## config.mk

```make
export PLATFORM = sky130hd
export DESIGN_NAME = alu_arbiter
export DESIGN_NICKNAME = d
export VERILOG_FILES = /design/src/rtl/alu_arbiter.sv
export SDC_FILE = /design/constraint.sdc
export NUM_CORES = 1
export LEC_CHECK = 0
export ABC_AREA = 1
export CORE_ASPECT_RATIO = 0.9
export CORE_MARGIN = 5
export CORE_UTILIZATION = 49
export CTS_CLUSTER_SIZE = 24
export DETAILED_ROUTE_END_ITERATION = 12
export PLACE_DENSITY = 0.84
export SKIP_LAST_GASP = 1
export SLEW_MARGIN = 20
export SYNTH_ARGS = -nofsm -noshare
export SYNTH_HDL_FRONTEND = slang
export SYNTH_SLANG_ARGS = --single-unit
```

## constraint.sdc

```tcl
create_clock -name clk -period 3.5 [get_ports clk]
set_input_delay 0.35 -clock clk [delete_from_list [all_inputs] [get_ports clk]]
set_output_delay 0.35 -clock clk [all_outputs]
set_load 0.02 [all_outputs]
```

## src/rtl/alu_arbiter.sv

```systemverilog
// alu_arbiter: round-robin front end sharing one external combinational ALU between two requesters.
// Latency: response valid two cycles after accept (one cycle for an illegal selector); one op in flight.
// Backpressure: req_ready only while IDLE; the response is held until the owner's rsp_ready.
module alu_arbiter #(
  parameter logic [3:0] OP_MAX = 4'h9,
  parameter int         CNT_W  = 16
) (
  input  logic             clk,
  input  logic             rst_n,
  input  logic [1:0]       req_valid,
  output logic [1:0]       req_ready,
  input  logic [7:0]       req0_a,
  input  logic [7:0]       req0_b,
  input  logic [3:0]       req0_sel,
  input  logic [7:0]       req1_a,
  input  logic [7:0]       req1_b,
  input  logic [3:0]       req1_sel,
  output logic [1:0]       rsp_valid,
  input  logic [1:0]       rsp_ready,
  output logic [7:0]       rsp_result,
  output logic [3:0]       rsp_nzvc,
  output logic             rsp_err,
  output logic [7:0]       alu_a,
  output logic [7:0]       alu_b,
  output logic [3:0]       alu_sel,
  input  logic [7:0]       alu_result,
  input  logic [3:0]       alu_nzvc,
  output logic             busy,
  output logic [CNT_W-1:0] op_count,
  output logic [7:0]       err_count
);

  typedef enum logic [1:0] {
    IDLE = 2'd0,
    EXEC = 2'd1,
    RESP = 2'd2
  } state_t;

  state_t     state;
  logic       ptr;
  logic       owner;
  logic       gnt;
  logic       accept;
  logic       rsp_done;
  logic [7:0] a_q;
  logic [7:0] b_q;
  logic [3:0] sel_q;
  logic [7:0] acc_a;
  logic [7:0] acc_b;
  logic [3:0] acc_sel;

  // The ALU only ever sees the latched operands, never the live request inputs.
  assign alu_a   = a_q;
  assign alu_b   = b_q;
  assign alu_sel = sel_q;

  // Grant selection: contested requests follow the pointer, otherwise the sole requester wins.
  always_comb begin
    gnt       = (req_valid == 2'b11) ? ptr : req_valid[1];
    accept    = rst_n && (state == IDLE) && (req_valid != 2'b00);
    req_ready = 2'b00;
    if (accept) begin
      req_ready[gnt] = 1'b1;
    end
    acc_a    = gnt ? req1_a   : req0_a;
    acc_b    = gnt ? req1_b   : req0_b;
    acc_sel  = gnt ? req1_sel : req0_sel;
    rsp_done = (state == RESP) && (owner ? rsp_ready[1] : rsp_ready[0]);
  end

  // Control FSM: accept in IDLE, one ALU cycle in EXEC, hold the response in RESP.
  always_ff @(posedge clk or negedge rst_n) begin
    if (!rst_n) begin
      state      <= IDLE;
      ptr        <= 1'b0;
      owner      <= 1'b0;
      a_q        <= 8'h00;
      b_q        <= 8'h00;
      sel_q      <= 4'h0;
      rsp_result <= 8'h00;
      rsp_nzvc   <= 4'h0;
      rsp_err    <= 1'b0;
      rsp_valid  <= 2'b00;
      busy       <= 1'b0;
    end else begin
      case (state)
        IDLE: begin
          if (accept) begin
            owner <= gnt;
            ptr   <= ~gnt;
            a_q   <= acc_a;
            b_q   <= acc_b;
            sel_q <= acc_sel;
            busy  <= 1'b1;
            if (acc_sel > OP_MAX) begin
              // Illegal selector skips the ALU and answers with a zeroed error response.
              state      <= RESP;
              rsp_result <= 8'h00;
              rsp_nzvc   <= 4'h0;
              rsp_err    <= 1'b1;
              rsp_valid  <= gnt ? 2'b10 : 2'b01;
            end else begin
              state <= EXEC;
            end
          end
        end
        EXEC: begin
          rsp_result <= alu_result;
          rsp_nzvc   <= alu_nzvc;
          rsp_err    <= ((sel_q == 4'd3) || (sel_q == 4'd4)) && (b_q == 8'h00);
          rsp_valid  <= owner ? 2'b10 : 2'b01;
          state      <= RESP;
        end
        RESP: begin
          if (rsp_done) begin
            rsp_valid <= 2'b00;
            busy      <= 1'b0;
            state     <= IDLE;
          end
        end
        default: begin
          state <= IDLE;
        end
      endcase
    end
  end

  // Completed-response counters, both saturating.
  always_ff @(posedge clk or negedge rst_n) begin
    if (!rst_n) begin
      op_count  <= '0;
      err_count <= 8'h00;
    end else if (rsp_done) begin
      if (op_count != {CNT_W{1'b1}}) begin
        op_count <= op_count + 1'b1;
      end
      if (rsp_err && (err_count != 8'hFF)) begin
        err_count <= err_count + 8'h01;
      end
    end
  end

endmodule

```

# == Word-level counts from Yosys, hierarchy flattened ==
# Cells that the tools add are included.
# totals
regBits,64
elab_cells,78
# op_classes
n_addsub,2
n_lt_le_gt_ge,3
n_bitwise,1
n_mux,29
reduce_logical,20
eq_ne,10
# ops
operator,n
2-to-1 mux 8 bit,4
adder 16 x 1 -> 16 bit (second input constant),1
2-to-1 mux 2 bit,8
!= test 16 bit (second input constant),1
case mux 8 bit (2 select lines),1
2-to-1 mux 4 bit,3
case mux 2 bit (3 select lines),2
adder 8 x 1 -> 8 bit (second input constant),1
zero test 8 bit,1
!= test 8 bit (second input constant),1
case mux 4 bit (2 select lines),1
AND reduction 2 bit,4
2-to-1 mux 1 bit,7
logical AND 1 bit,6
AND reduction 3 bit,2
nonzero test 2 bit,3
== test 2 bit (second input constant),2
== test 4 x 2 -> 1 bit (second input constant),1
== test 4 x 3 -> 1 bit (second input constant),1
greater-than comparator 4 bit (second input constant),1
!= test 2 bit (second input constant),2
case mux 1 bit (2 select lines),2
AND reduction 4 bit,1
nonzero test 3 bit,1
other kinds (8),8

# == Depth between registers and ports, before layout ==
# depth
word_depth,7
mapped_depth,12
ltp_nobuf,11

# == Worst setup path before layout ==
# Ideal clock, no wire load.
# synth_path
path_kind,register to output
start,reg state[0]
end,out req_ready[0]
slack_ns,1.749
required_time_ns,3.150
path_stages_with_launch,8
path_buffers,1
arrival_ns,1.401
path_cell_list,dfrtp_1 > inv_1 > ha_1 > nand2_1 > nor2_4 > nand2_1 > inv_2 > buf_2
# synth_via
elab_chain_len,4
# synth_rtl
element,line,text
"start, declared",39,state_t state;
"start signal, assigned",74,state <= IDLE;
"start signal, assigned",97,state <= RESP;
"start signal, assigned",103,state <= EXEC;
zero test 2 bit,60,accept = rst_n && (state == IDLE) && (req_valid != 2'b00);
logical AND 1 bit (2 in a row),60,
2-to-1 mux 2 bit,62,if (accept) begin
"end, declared",11,"output logic [1:0] req_ready,"
# Every way passes these cells.

# == Worst setup path in the final report ==
# layout_path
start,reg state[1]
end,out req_ready[1]
# Same word-level chain as after synthesis.

==> run metrics <==
largest stage delay on the critical path=0.68 ns; total negative setup slack=0 ns; clock transition at the registers of the reported paths=0.06 ns; outcome=finished clean; total routed wirelength=8740 um; clock buffer count from CTS=9; initial cell density of the core=0.495; switching portion of total power=0.421; fraction of layout cells with a size suffix above 1=0.0650; antenna fix cells=0; total overflow reported by the global router=0; Register-to-Register Path Depth=9; max capacitance violation total=0; f_max=352 MHz; Longest Clk Path Bufs=2; cell with the biggest individual delay on the critical path=sky130_fd_sc_hd__clkdlybuf4s50_1; number of cell rows=29; number of post-CTS setup repair buffers=0; worst slew slack as a fraction of its limit=0.467; proportion of power drawn by combinational gates=0.497; router iterations before antenna repair=4; clock insertion delay at the later pin of the skew report=0.33 ns; mean post-synth cell area=7.66 um^2; largest net degree at the start of global routing=65; clock root buffer=sky130_fd_sc_hd__clkbuf_8; post-route clock period utilization=0.811; detailed router's first-iteration violation count=133; Floorplan Core Area=0.00693 mm^2; Die W=98.2 um; number of synthesis warnings=0; GRT Overall Usage=0.206; placer congestion estimate=0.832; cells traversed along the worst timing path=inv_1, ha_1, nand2_1, nor2_4, nand2_1, inv_2, clkdlybuf4s50_1; number of top-level pins=120; largest fanout of any net on the critical path=18; RSZ-0062 raised after global routing=false; DRC violation count after routing=0; clock tree from TritonCTS=built; sequential share of the synthesized area=0.466; setup clock skew after layout=0.00960 ns; power per cell area=727 mW/mm^2; number of gates resized after cts=0; endpoints failing hold=0; type of the worst setup path=flop to primary output; most used cell, CP=sky130_fd_sc_hd__nand2_1; final setup violation count=0; HPWL Detailed=6700 um; Port Buf Inserts=119; share of total power in sequential cells=0.349; IR drop worst, VDD=380 uV; leakage power figure=2.39 nW; worst endpoint required time=3.15 ns; total of fill cells in the finished design=567; global-route wire length before repair=14400 um; number of antenna violations at the first check in global routing=0; Syn Nets=512; post-synthesis cell type count=29; Synth Cell Area=0.00343 mm^2; DR vias=3251; element type at the critical path end=primary output; Worst Hold Class=input port to async pin; flop and latch count out of synthesis=64; cells after synthesis=448; data arrival time of the critical path=2.49 ns; total power consumption of the routed design=3.51 mW; vias per std cell=4.91; post-detailed-route count of antenna-violating nets=0; CTS hold repair buffers=0; proportion of power drawn by the clock network=0.154; final-stage net count=631; slew at the pin with the worst max-slew slack=0.799 ns; Final Max Slew Viols=0; die extent in y=89.4 um; maximum level of the CTS H-tree=3; Die Area=0.00878 mm^2; startpoint types=flop; number of global-route vias before repair=3123; detail-routed net length per standard cell=13.2 um; P_int=2.04 mW; Layout area overhead=40.7%; number of clock sinks seen by CTS=64; post-layout min period=2.84 ns; net switching component of the power=1.48 mW
-- cells in the final DEF (no fill, tap or decap), types with 3 or more instances in the layout --
cell type                         instances
sky130_fd_sc_hd__nand2_2                  4
sky130_fd_sc_hd__o21ai_1                  5
sky130_fd_sc_hd__nor2_1                  21
sky130_fd_sc_hd__o21ai_2                  4
sky130_fd_sc_hd__xor2_1                  12
sky130_fd_sc_hd__nand2_4                  3
sky130_fd_sc_hd__clkdlybuf4s50_1        118
sky130_fd_sc_hd__clkbuf_8                11
sky130_fd_sc_hd__ha_1                     6
sky130_fd_sc_hd__dfrtp_1                 64
sky130_fd_sc_hd__o21ai_0                 13
sky130_fd_sc_hd__nor3_1                   8
sky130_fd_sc_hd__nand3_1                 47
sky130_fd_sc_hd__xnor2_1                  5
sky130_fd_sc_hd__inv_2                    4
sky130_fd_sc_hd__inv_1                   43
sky130_fd_sc_hd__nand2_1                183
-- cells in the mapped netlist, drive strengths merged --
library cell    n  area (um^2)
inv            47          176
a22oi           1         7.51
nand3          48          245
clkbuf          4         15.0
buf             8         57.6
xnor2           5         43.8
o31ai           1         7.51
o21ai          22          125
ha              6         75.1
nand3b          2         15.0
a21oi           1         16.3
nor2           26          134
dfrtp          64         1600
nor3            9         50.1
nand2         190          746
nand4           2         12.5
xor2           12          105
-- cells by family after synthesis --
logic type                 synth area share
AOI/OAI and AO/OA                    0.0456
xor gates and xnor gates             0.0434
adders and majority gates            0.0219
buffers and inverters                0.0725
DFF                                   0.466
and+or+nand+nor                       0.350
-- power groups by stage --
| stage | clock network, mW | logic (mW) | registers [mW] |
|---|---|---|---|
| detailed placement | 0 | 1.76 | 1.24 |
| global route | 0.584 | 1.91 | 1.27 |
| floorplan | 0 | 0.736 | 1.50 |
| CTS | 0.554 | 1.76 | 1.23 |
| finish | 0.540 | 1.75 | 1.23 |
| global placement | 0 | 1.71 | 1.23 |
-- path summary, 6_finish.rpt --
path	start	endpoint	slack, ns
max in group asynchronous	rst_n	alu_a[0]	2.70
min in group clk	rsp_valid[0]	rsp_valid[0]	0.47
max reg2reg	state[1]	rsp_nzvc[1]	1.37
min	rst_n	op_count[7]	0.28
max	state[1]	req_ready[1]	0.66
min reg2reg	rsp_valid[0]	rsp_valid[0]	0.47
-- worst max-delay path: cells and delay by family, from the launching register on --
kind / cells / cell delay (ns)
adders and majority gates: 1 / 0.24
buffers and inverters: 3 / 1.06
DFF: 1 / 0.40
and+or+nand+nor: 3 / 0.45
-- metal layers --
layer  track usage  wire length, um
met5             0                0
met4        0.0918              188
met3        0.0538              506
met2         0.367             4410
met1         0.237             3630
-- cell type report --
type | instances | area (um^2) | area share
inverters | 47 | 176 | 0.0365
clock inverters | 1 | 5.00 | 0.00104
clock buffers | 12 | 155 | 0.0321
well taps | 93 | 116 | 0.0241
repair buffers | 120 | 1190 | 0.247
multi-input cells | 325 | 1580 | 0.328
flip-flops and latches | 64 | 1600 | 0.332
-- stage by stage --
stage                util  setup WS [ns]  instances  area (um^2)  hold slack (ns)
floorplan               -           1.75        448         3430           0.0544
finish              0.697          0.660        662         4830            0.283
global route        0.697          0.458        662         4830            0.368
detailed placement  0.674          0.931        649         4670            0.460
global placement    0.674          0.966        649         4670            0.453
CTS                 0.697          0.638        662         4830            0.312
-- sequential cells by signal, indices dropped and copies added (netlist names) --
| register | cells |
|---|---|
| alu_sel | 4 |
| owner | 1 |
| ptr | 1 |
| rsp_nzvc | 4 |
| op_count | 16 |
| state | 2 |
| err_count | 8 |
| busy | 1 |
| alu_a | 8 |
| rsp_result | 8 |
| rsp_valid | 2 |
| rsp_err | 1 |
| alu_b | 8 |
Power figures use the tool's default switching activity.
